[config.mk]
export PLATFORM = sky130hd
export DESIGN_NAME = uart_tx_sched
export DESIGN_NICKNAME = d
export VERILOG_FILES = /design/src/rtl/uart_ctrl_pkg.sv /design/src/rtl/uart_sync2.sv /design/src/rtl/uart_tx_sched.sv
export SDC_FILE = /design/constraint.sdc
export NUM_CORES = 1
export LEC_CHECK = 0
export CORE_MARGIN = 2
export CORE_UTILIZATION = 47
export CTS_CLUSTER_DIAMETER = 200
export DETAILED_ROUTE_END_ITERATION = 6
export PLACE_DENSITY_LB_ADDON = 0.05
export SLEW_MARGIN = 15
export SYNTH_ARGS = -nofsm -noshare
export SYNTH_HDL_FRONTEND = slang
export SYNTH_HIERARCHICAL = 1
export SYNTH_SLANG_ARGS = --single-unit
[constraint.sdc]
create_clock -name i_clk -period 1.7 [get_ports i_clk]
set_input_delay 0.34 -clock i_clk [delete_from_list [all_inputs] [get_ports i_clk]]
set_output_delay 0.34 -clock i_clk [all_outputs]
set_load 0.05 [all_outputs]
[src/rtl/uart_ctrl_pkg.sv]
// Shared types and default sizes for the UART TX scheduler.
package uart_ctrl_pkg;

   typedef enum logic [2:0] {
      IDLE,
      FETCH,
      START,
      WAIT_DONE,
      GAP
   } tx_sched_state_e;

   localparam int SIZE_DATA_DEF   = 8;
   localparam int GAP_W_DEF       = 8;
   localparam int TIMEOUT_CYC_DEF = 200000;
   localparam int CNT_W_DEF       = 16;

   // Watchdog width; never below 1 bit so tiny timeouts still elaborate.
   function automatic int wd_width(input int cyc);
      return (cyc > 2) ? $clog2(cyc) : 1;
   endfunction

endpackage

[src/rtl/uart_sync2.sv]
// Generic two-flop synchronizer with a configurable reset value.
module uart_sync2 #(
   parameter logic RST_VAL = 1'b0
) (
   input  logic i_clk,
   input  logic i_rst_n,
   input  logic i_d,
   output logic o_q
);

   logic meta;

   always_ff @(posedge i_clk or negedge i_rst_n) begin
      if (!i_rst_n) begin
         meta <= RST_VAL;
         o_q  <= RST_VAL;
      end else begin
         meta <= i_d;
         o_q  <= meta;
      end
   end

endmodule

[src/rtl/uart_tx_sched.sv]
// Pops bytes from the TX FIFO, launches frames, enforces an inter-frame gap
// and a watchdog. Optional CTS gating is enabled by defining UART_TX_CTS_EN.
module uart_tx_sched
   import uart_ctrl_pkg::*;
#(
   parameter int SIZE_DATA   = SIZE_DATA_DEF,
   parameter int GAP_W       = GAP_W_DEF,
   parameter int TIMEOUT_CYC = TIMEOUT_CYC_DEF,
   parameter int CNT_W       = CNT_W_DEF
) (
`ifdef UART_TX_CTS_EN
   input  logic                 i_cts_n,
`endif
   input  logic                 i_clk,
   input  logic                 i_rst_n,
   input  logic                 i_en,
   input  logic [GAP_W-1:0]     i_gap,
   input  logic                 i_clr_err,
   input  logic                 i_fifo_empty,
   input  logic [SIZE_DATA-1:0] i_fifo_data,
   output logic                 o_fifo_rd_en,
   output logic                 o_tx_start,
   output logic [SIZE_DATA-1:0] o_tx_data,
   input  logic                 i_tx_done,
   output logic                 o_busy,
   output logic [CNT_W-1:0]     o_tx_count,
   output logic                 o_timeout
);

   localparam int WD_W = wd_width(TIMEOUT_CYC);
   localparam logic [WD_W-1:0] WD_MAX = WD_W'(TIMEOUT_CYC - 1);

   tx_sched_state_e state, state_nxt;
   logic [WD_W-1:0]  wd;
   logic [GAP_W-1:0] gap_cnt;
   logic             cts_ok;
   logic             wd_max;
   logic             to_set;

`ifdef UART_TX_CTS_EN
   logic cts_n_sync;

   // Reset to "not clear" so nothing is sent until the peer asserts CTS.
   uart_sync2 #(.RST_VAL(1'b1)) u_cts_sync (
      .i_clk   (i_clk),
      .i_rst_n (i_rst_n),
      .i_d     (i_cts_n),
      .o_q     (cts_n_sync)
   );
   assign cts_ok = ~cts_n_sync;
`else
   assign cts_ok = 1'b1;
`endif

   assign wd_max = (wd == WD_MAX);
   // Done takes priority over a coincident timeout.
   assign to_set = (state == WAIT_DONE) && !i_tx_done && wd_max;

   always_ff @(posedge i_clk or negedge i_rst_n) begin
      if (!i_rst_n) state <= IDLE;
      else          state <= state_nxt;
   end

   always_comb begin
      state_nxt = state;
      case (state)
         IDLE:      if (i_en && !i_fifo_empty && cts_ok) state_nxt = FETCH;
         FETCH:     state_nxt = i_fifo_empty ? IDLE : START;
         START:     state_nxt = WAIT_DONE;
         WAIT_DONE: begin
            if (i_tx_done)   state_nxt = (i_gap == '0) ? IDLE : GAP;
            else if (wd_max) state_nxt = IDLE;
         end
         GAP:       if (gap_cnt == GAP_W'(1)) state_nxt = IDLE;
         default:   state_nxt = IDLE;
      endcase
   end

   always_ff @(posedge i_clk or negedge i_rst_n) begin
      if (!i_rst_n) begin
         o_tx_data  <= '0;
         o_tx_count <= '0;
         wd         <= '0;
         gap_cnt    <= '0;
      end else begin
         case (state)
            FETCH:     if (!i_fifo_empty) o_tx_data <= i_fifo_data;
            START:     wd <= '0;
            WAIT_DONE: begin
               if (i_tx_done) begin
                  o_tx_count <= o_tx_count + 1'b1;
                  gap_cnt    <= i_gap;
               end else if (!wd_max) begin
                  wd <= wd + 1'b1;
               end
            end
            GAP:       gap_cnt <= gap_cnt - 1'b1;
            default:   ;
         endcase
      end
   end

   always_ff @(posedge i_clk or negedge i_rst_n) begin
      if (!i_rst_n)       o_timeout <= 1'b0;
      else if (to_set)    o_timeout <= 1'b1;
      else if (i_clr_err) o_timeout <= 1'b0;
   end

   assign o_fifo_rd_en = (state == FETCH);
   assign o_tx_start   = (state == START);
   assign o_busy       = (state != IDLE);

endmodule
## Word level (Yosys, flattened, before mapping)

Cells that the tools add are included.

| storage, ports and cells | value |
|---|---|
| output and inout bits | 28 |
| register bits | 54 |
| input port bits | 22 |
| logic and storage cells | 52 |

| cells by class | value |
|---|---|
| reduce and logical (&&, ||, !) cells | 16 |
| bitwise operators | 1 |
| add/sub/neg operators | 3 |
| equality and inequality tests | 12 |
| multiplexer cells | 14 |

Operators with widths:

| kind | count |
|---|---|
| 18-bit 2-to-1 mux | 2 |
| 18-bit case mux with 2 select lines | 1 |
| 18-bit by 1-bit adder with 18-bit output, second input constant | 1 |
| 18-bit equality test, second input constant | 1 |
| 16-bit by 1-bit adder with 16-bit output, second input constant | 1 |
| 8-bit case mux with 2 select lines | 1 |
| 3-bit 2-to-1 mux | 5 |
| 3-bit case mux with 5 select lines | 1 |
| 2-bit != test, second input constant | 5 |
| 8-bit by 1-bit equality test with 1-bit output, second input constant | 1 |
| 8-bit logical NOT | 1 |
| 8-bit 2-to-1 mux | 1 |
| 8-bit by 1-bit subtractor with 8-bit output, second input constant | 1 |
| 3-bit by 2-bit equality test with 1-bit output, second input constant | 2 |
| 2-bit AND reduction | 3 |
| 3-bit AND reduction | 2 |
| 2-bit nonzero test | 3 |
| 3-bit by 1-bit equality test with 1-bit output, second input constant | 1 |
| 3-bit equality test, second input constant | 1 |
| 1-bit logical AND | 3 |
| 3-bit logical NOT | 1 |
| 3-bit != test, second input constant | 1 |
| 3-bit nonzero test | 1 |
| 1-bit logical NOT | 2 |
| other kinds (3) | 4 |

## Depth between registers and ports, before layout

Gate-level depths: netlist of the first run.

| depth | value |
|---|---|
| word-level depth | 4 |
| gate-level depth with buffers | 6 |
| depth with buffers taken out | 6 |

## Least setup slack after synthesis of the first run

No wires, ideal clock.

| timing path | value |
|---|---|
| kind | register to output |
| start | register state[0] |
| end | output port o_fifo_rd_en |
| stages on the path, launching flop included | 4 |
| data arrival time | 1,627 ps |
| required time | 1,360 ps |
| path buffers | 1 |
| slack | -267 ps |
| cells stage by stage | dfrtp_1 buf_4 inv_1 nor3_1 |

| on the way | value |
|---|---|
| word-level cells in the longest chain between the ends | 1 |

Ends and longest elaborated chain:

| what | line | source |
|---|---|---|
| start, declared | uart_tx_sched.sv:33 | `tx_sched_state_e state, state_nxt;` |
| start signal, assigned | uart_tx_sched.sv:61 | `else state <= state_nxt;` |
| 3-bit by 1-bit equality test with 1-bit output | uart_tx_sched.sv:109 | `assign o_fifo_rd_en = (state == FETCH);` |
| end, declared | uart_tx_sched.sv:21 | `output logic o_fifo_rd_en,` |

No other way between the ends.

## Worst setup path after layout of the first run

| timing path | value |
|---|---|
| start | register wd[1] |
| end | register wd[7] |

| on the way | value |
|---|---|
| word-level cells in the longest chain between the ends | 4 |
| elaborated cells on any way between the ends | 7 |
| those cells by class | 1 x add/sub; 2 x eq/ne; 3 x mux; 1 x reduce/logical |

Ends and longest elaborated chain:

| what | line | source |
|---|---|---|
| start, declared | uart_tx_sched.sv:34 | `logic [WD_W-1:0] wd;` |
| start signal, assigned | uart_tx_sched.sv:94 | `wd <= wd + 1'b1;` |
| 18-bit by 1-bit adder with 18-bit output | uart_tx_sched.sv:94 |  |
| 18-bit 2-to-1 mux | uart_tx_sched.sv:93 | `end else if (!wd_max) begin` |
| 18-bit 2-to-1 mux | uart_tx_sched.sv:90 | `if (i_tx_done) begin` |
| 18-bit case mux with 2 select lines | uart_tx_sched.sv:86 | `case (state)` |

Parallel ways exist; a longest one is shown, timed or not. The select of a mux whose other input is x is not followed.
A chain may end at the register's enable or synchronous reset.

==> impl_metrics.csv, run 1 <==
group,metric,value,unit
run_status,status,"complete, but fails checks",
run_status,violations,"negative setup slack",
critical_path,crit_family,"simple AND/OR/NAND/NOR gates",
global_route,globalRouteOverflowTotal,0,
critical_path,rrSetupSlack,-0.15,ns
place,pre_cts_slack,-0.3320,ns
global_route,grt_pass1_vias,2571,
detailed_routing,wl_per_cell,16.67,um
cts,clock_path_buffers,2,
cts,cts-root-buf,"clkbuf_8",
timing,relSlewSlack,0.7308,
detailed_routing,post-route-drc-count,0,
detailed_routing,drt_wl_total,7.886,mm
timing,rsz0062_at_grt,"yes",
pwr,total_power,5.667,mW
pwr,peakVddDrop,0.001076,V
critical_path,max_stage_delay,0.49,ns
cts,clk_latency,0.31,ns
detailed_routing,drt_iter0_drc,186,
timing,fmax,541.9,MHz
pwr,powerDensity,1308,nW/um^2
timing,clock_skew,0.01037,ns
cts,cts_buffers,5,
synthesis,yosys_warnings,6,
detailed_routing,viasPerCell,5.767,
floorplan,pin_count,50,
timing,timing.hold.ws,0.008685,ns
critical_path,worst_setup_path_start_kind,"flip-flop",
pwr,clockPowerShare,0.143,
global_route,grt_max_degree,55,
layout,diodes,0,
critical_path,critPathBufInv,1,
synthesis,ys.flop_type,"dfrtp_1",
timing,fin_tns_setup,-1.993,ns
synthesis,synth_fp_nets,303,
synthesis,ys_seq_area_frac,0.4869,
floorplan,core,5608,sq um
pwr,seq_power_share,0.324,
synthesis,netlist_instances,277,
detailed_routing,dr.pass1.iters,5,
synthesis,synth_edf_count,0,
timing,min_period,1.845,ns
synthesis,synth.distinct_cells,52,
synthesis,syn_area,2775,sq um
timing,finalSetupViolCount,27,
pwr,comb_power_share,0.533,
synthesis,avgSynthCellArea,10.02,sq um
critical_path,cp_slowest_cell,"or4_4",
run,maxCapViolations,0,
layout,final_util,0.7724,
detailed_routing,wl_met3,354,um
pwr,switchingPower,2.325,mW
floorplan,die_w,80.84,um
floorplan,die_area,6535,sq um
critical_path,worstPathRequired,1.94,ns
cts,clk_pin_slew,0.10,ns
detailed_routing,top_layer,"met4",
critical_path,crit_path_cell_trace,"ha_2 > nand4b_1 > or4_4 > o31ai_4 > buf_6 > a21oi_1 > o21ai_1",
cts,cts_tree,"yes",
critical_path,cp_max_fo,6,
critical_path,worst_setup_path_end_kind,"flip-flop",
timing,setup_slack,-0.1454,ns
layout,fin_nets,426,
floorplan,start_util,0.4949,
place,gp_congestion,0.8690,
detailed_routing,vias,2728,
timing,drv_slew,0,
place,portBuffers,49,
cts,clock_sinks,54,
cts,ctsHtreeMaxLevel,2,
place,place_hpwl,4.815,mm
detailed_routing,met2_length,4.060,mm
layout,mostFrequentLayoutCell,"buf_4",
critical_path,critical_path_class,"reg -> reg",
floorplan,rows,27,
pwr,internal_power,3.342,mW
hold_path,hold_class,"in -> async",
critical_path,arrival,2.08,ns
detailed_routing,wl_met1,3.307,mm
pwr,cellLeakagePower,1.909,nW
synthesis,ys_seq_elements,54,
global_route,grt_pass1_wl,12.10,mm
global_route,grtUsageTotal,0.2386,
layout,final_cell_mix,"buf_4, dfrtp_1, nand2_1",
detailed_routing,drtAntennaViolNets,0,
synthesis,ys_async_sr_fraction,1.000,
timing,hold_viol,0,
floorplan,fp.dieH,80.84,um
global_route,antenna_found_initial,0,
timing,post-route-period-util,1.086,
pwr,swShare,0.4102,
timing,worst_slew_pin_slew,0.3987,ns
layout,drive_gt1_frac,0.4264,
layout,syn_to_final_growth,56.09,%
[kinds of logic after synthesis]
kind of cell               Yosys count  synth area share
xor gates and xnor gates            15           0.04734
AOI/OAI and AO/OA                   55            0.1461
buffers and inverters               21           0.03246
DFF                                 54            0.4869
and+or+nand+nor                    119            0.2331
muxes                                9           0.03607
adders and majority gates            4           0.01803
[path summary, 6_finish.rpt]
| path | startpoint | to | cells past startpoint |
|---|---|---|---|
| worst max-delay path | wd[1] | wd[7] | 7 |
| worst min-delay path | i_rst_n | wd[12] | 2 |
| worst max register to register | wd[1] | wd[7] | 7 |
| worst min register to register | o_tx_count[15] | o_tx_count[15] | 1 |
| max in group asynchronous | i_rst_n | state[1] | 2 |
| min in group i_clk | o_tx_count[15] | o_tx_count[15] | 1 |
[routing by layer]
metal / vias up / global-route usage
met1: 1349 / 0.3116
met5: - / 0
met2: 83 / 0.4174
met4: 0 / 0.06102
met3: 19 / 0.03333
li1: 1277 / -
[worst register-to-register path, delay by kind of cell (launching register included)]
family                   cells  cell delay, ns
AO/OA/AOI/OAI                3            0.44
adder cells (fa/ha/maj)      1            0.20
buffers and inverters        1            0.16
flip-flops                   1            0.36
AND/OR/NAND/NOR              2            0.62
[per-stage QoR]
| step | instance area (sq um) | instances |
|---|---|---|
| global route | 4332 | 473 |
| detailed placement | 3694 | 438 |
| global placement | 3694 | 438 |
| floorplan | 2796 | 277 |
| finish | 4332 | 473 |
| CTS | 3948 | 453 |
[state kept, by name, summed over array words and instances (netlist names)]
signal      cells
o_timeout       1
wd             18
o_tx_data       8
state           3
gap_cnt         8
o_tx_count     16
[power by group through the flow]
stage	logic, mW	registers (mW)	clock network [mW]
2_1_floorplan	1.01	2.21	0
3_3_place_gp	2.25	1.85	0
3_5_place_dp	2.27	1.86	0
4_1_cts	2.52	1.82	0.820
5_1_grt	3.21	1.88	0.874
6_report	3.02	1.83	0.810
[synth_stat cells, drive strengths merged, types with 2 or more instances]
master,instances,area (sq um)
a21oi,8,40.04
and2,2,12.51
and3,3,18.77
buf,7,36.28
clkbuf,2,8.750
dfrtp,54,1351
ha,4,50.05
inv,12,45.04
mux2,8,90.09
nand2,31,118.9
nand2b,3,18.77
nand3,20,100.1
nand4,12,81.33
nand4b,2,32.53
nor2,19,71.32
nor3,6,30.03
nor4,8,56.30
o211ai,10,75.07
o21ai,11,58.80
o311ai,6,52.55
o31ai,9,81.33
o41ai,2,17.52
or3,4,25.02
or4,4,37.53
xnor2,9,78.83
xor2,6,52.55
[final cells by class]
type / instances / area, sq um
Multi-Input combinational cell: 202 / 1589
Sequential cell: 54 / 1353
Fill cell: 376 / 1276
Timing Repair Buffer: 125 / 1144
Clock buffer: 7 / 96.34
Tap cell: 72 / 90.09
Inverter: 12 / 51.30
Clock inverter: 1 / 8.758
[repair_timing]
| action | CTS | global route |
|---|---|---|
| gates cloned | 0 | 0 |
| buffers inserted | 7 | 20 |
| pin swaps | 4 | 20 |
| setup endpoints to repair | 24 | 40 |
| hold buffers | 0 | 0 |
| gates resized for setup | 23 | 57 |
Power figures use the tool's default switching activity.
==> run 2: changes to the inputs <==
Settings changed: CORE_UTILIZATION 47 to 49, CTS_BUF_LIST set to sky130_fd_sc_hd__clkbuf_8.
==> impl_metrics.csv, run 2 (synthesis gave the netlist of run 1 again) <==
group,metric,value,unit
detailed_routing,drtAntennaViolNets,0,
run_status,status,"complete, but fails checks",
critical_path,reg2reg_depth,7,
floorplan,core,5473,sq um
layout,largest_register_ffs,18,
critical_path,cp_slowest_cell,"dfrtp_2",
critical_path,crit_path_cell_trace,"buf_6 > or3_4 > buf_8",
timing,hold_viol,0,
cts,clock_sinks,54,
floorplan,fp.dieH,79.26,um
critical_path,crit_family,"flip-flops",
layout,fin_nets,412,
layout,syn_to_final_growth,48.02,%
critical_path,critical_path_class,"reg -> out",
global_route,globalRouteOverflowTotal,0,
timing,fmax,550.9,MHz
detailed_routing,viasPerCell,5.632,
floorplan,start_util,0.5071,
layout,drive_gt1_frac,0.3824,
global_route,grtUsageTotal,0.2331,
layout,final_util,0.7506,
place,portBuffers,49,
detailed_routing,dr.pass1.iters,4,
layout,mostFrequentLayoutCell,"buf_4",
detailed_routing,drt_wl_total,7.078,mm
timing,setup_slack,-0.1151,ns
pwr,peakVddDrop,0.001279,V
cts,cts_tree,"yes",
layout,final_cell_mix,"buf_4, dfrtp_1, nand2_1",
cts,ctsHtreeMaxLevel,2,
critical_path,cp_max_fo,4,
critical_path,regToRegStartpoint,"wd[0]",
timing,fin_tns_setup,-0.8715,ns
cts,cts_buffers,5,
timing,relSlewSlack,0.7450,
global_route,antenna_found_initial,0,
timing,clock_skew,0.008430,ns
layout,top_regs,"wd: 18 flops, o_tx_count: 16 flops",
global_route,grt_pass1_vias,2537,
timing,worst_slew_pin_slew,0.3777,ns
timing,rsz0062_at_grt,"yes",
cts,cts-root-buf,"clkbuf_8",
floorplan,pin_count,50,
critical_path,worstPathRequired,1.36,ns
pwr,total_power,5.303,mW
pwr,powerDensity,1291,nW/um^2
floorplan,die_w,79.26,um
critical_path,reg2reg_to,"wd[7]",
hold_path,hold_class,"in -> async",
critical_path,worst_setup_path_end_kind,"output port",
global_route,grt_max_degree,37,
timing,post-route-period-util,1.068,
layout,diodes,0,
detailed_routing,drt_iter0_drc,86,
critical_path,worst_setup_path_start_kind,"flip-flop",
timing,drv_slew,0,
floorplan,die_area,6281,sq um
pwr,cellLeakagePower,1.822,nW
floorplan,rows,27,
timing,timing.hold.ws,0.3738,ns
run_status,violations,"negative setup slack",
critical_path,critPathBufInv,2,
timing,finalSetupViolCount,20,
critical_path,rrSetupSlack,-0.10,ns
detailed_routing,post-route-drc-count,0,
global_route,grt_pass1_wl,11.56,mm
cts,clk_latency,0.31,ns
timing,min_period,1.815,ns
cts,clk_pin_slew,0.10,ns
detailed_routing,vias,2585,
detailed_routing,wl_per_cell,15.42,um
layout,top_register,"wd",
place,place_hpwl,4.887,mm
critical_path,arrival,1.48,ns
place,gp_congestion,0.8896,
run,maxCapViolations,0,
cts,clock_path_buffers,2,
critical_path,max_stage_delay,0.47,ns
## run 2: routing by layer
layer | share of wire | global-route usage | vias up | wire (um)
met4 | 0.012 | 0.06724 | 0 | 84
met3 | 0.041 | 0.04318 | 8 | 291
met1 | 0.44 | 0.3072 | 1262 | 3087
met2 | 0.51 | 0.3932 | 65 | 3615
met5 | 0 | 0 | - | 0
li1 | - | - | 1250 | -
## run 2: through the flow
step / worst slack, ns / instance area [sq um] / cells
6_report: -0.1151 / 4108 / 459
4_1_cts: -0.1031 / 3935 / 454
5_1_grt: -0.1944 / 4108 / 459
3_5_place_dp: -0.3087 / 3709 / 440
3_3_place_gp: -0.2842 / 3709 / 440
2_1_floorplan: -0.03166 / 2796 / 277
## run 2: where the power goes
part | switching, mW | internal (mW) | total, mW | leakage [nW]
Combinational | 1.50 | 1.23 | 2.72 | 1.08
Clock | 0.438 | 0.291 | 0.729 | 0.0483
Sequential | 0.279 | 1.57 | 1.85 | 0.696
Total | 2.21 | 3.09 | 5.30 | 1.82
## run 2: final cells by class
cell class,instances,area [sq um]
clock buffers,5,68.82
fillers,408,1365
well taps,72,90.09
inverters,12,47.55
flip-flops and latches,54,1355
clock inverters,3,18.77
repair buffers,111,1013
multi-input cells,202,1514
## run 2: worst max path at each step
stage              start              to  slack, ns  cells after the start
6_report        state[1]          o_busy      -0.12                      3
4_1_cts            wd[0]           wd[7]      -0.10                      7
5_1_grt            wd[0]           wd[4]      -0.19                      7
3_5_place_dp   i_tx_done  o_tx_count[15]      -0.31                      6
2_1_floorplan      wd[0]           wd[8]      -0.03                      6
3_3_place_gp   i_tx_done  o_tx_count[15]      -0.28                      6
## run 2: what timing repair did
item                                    CTS  global route
setup buffers                             5             5
hold endpoints to repair                  3             0
pin swaps                                 7             8
endpoints found under the setup margin   24            46
resized for setup                        25            31
hold buffers                              1             0
==> run 3: changes to the inputs <==
Settings changed: CAP_MARGIN set to 15.
==> results of run 3 <==
Final layout, timing and power as in run 2 (identical DEF).
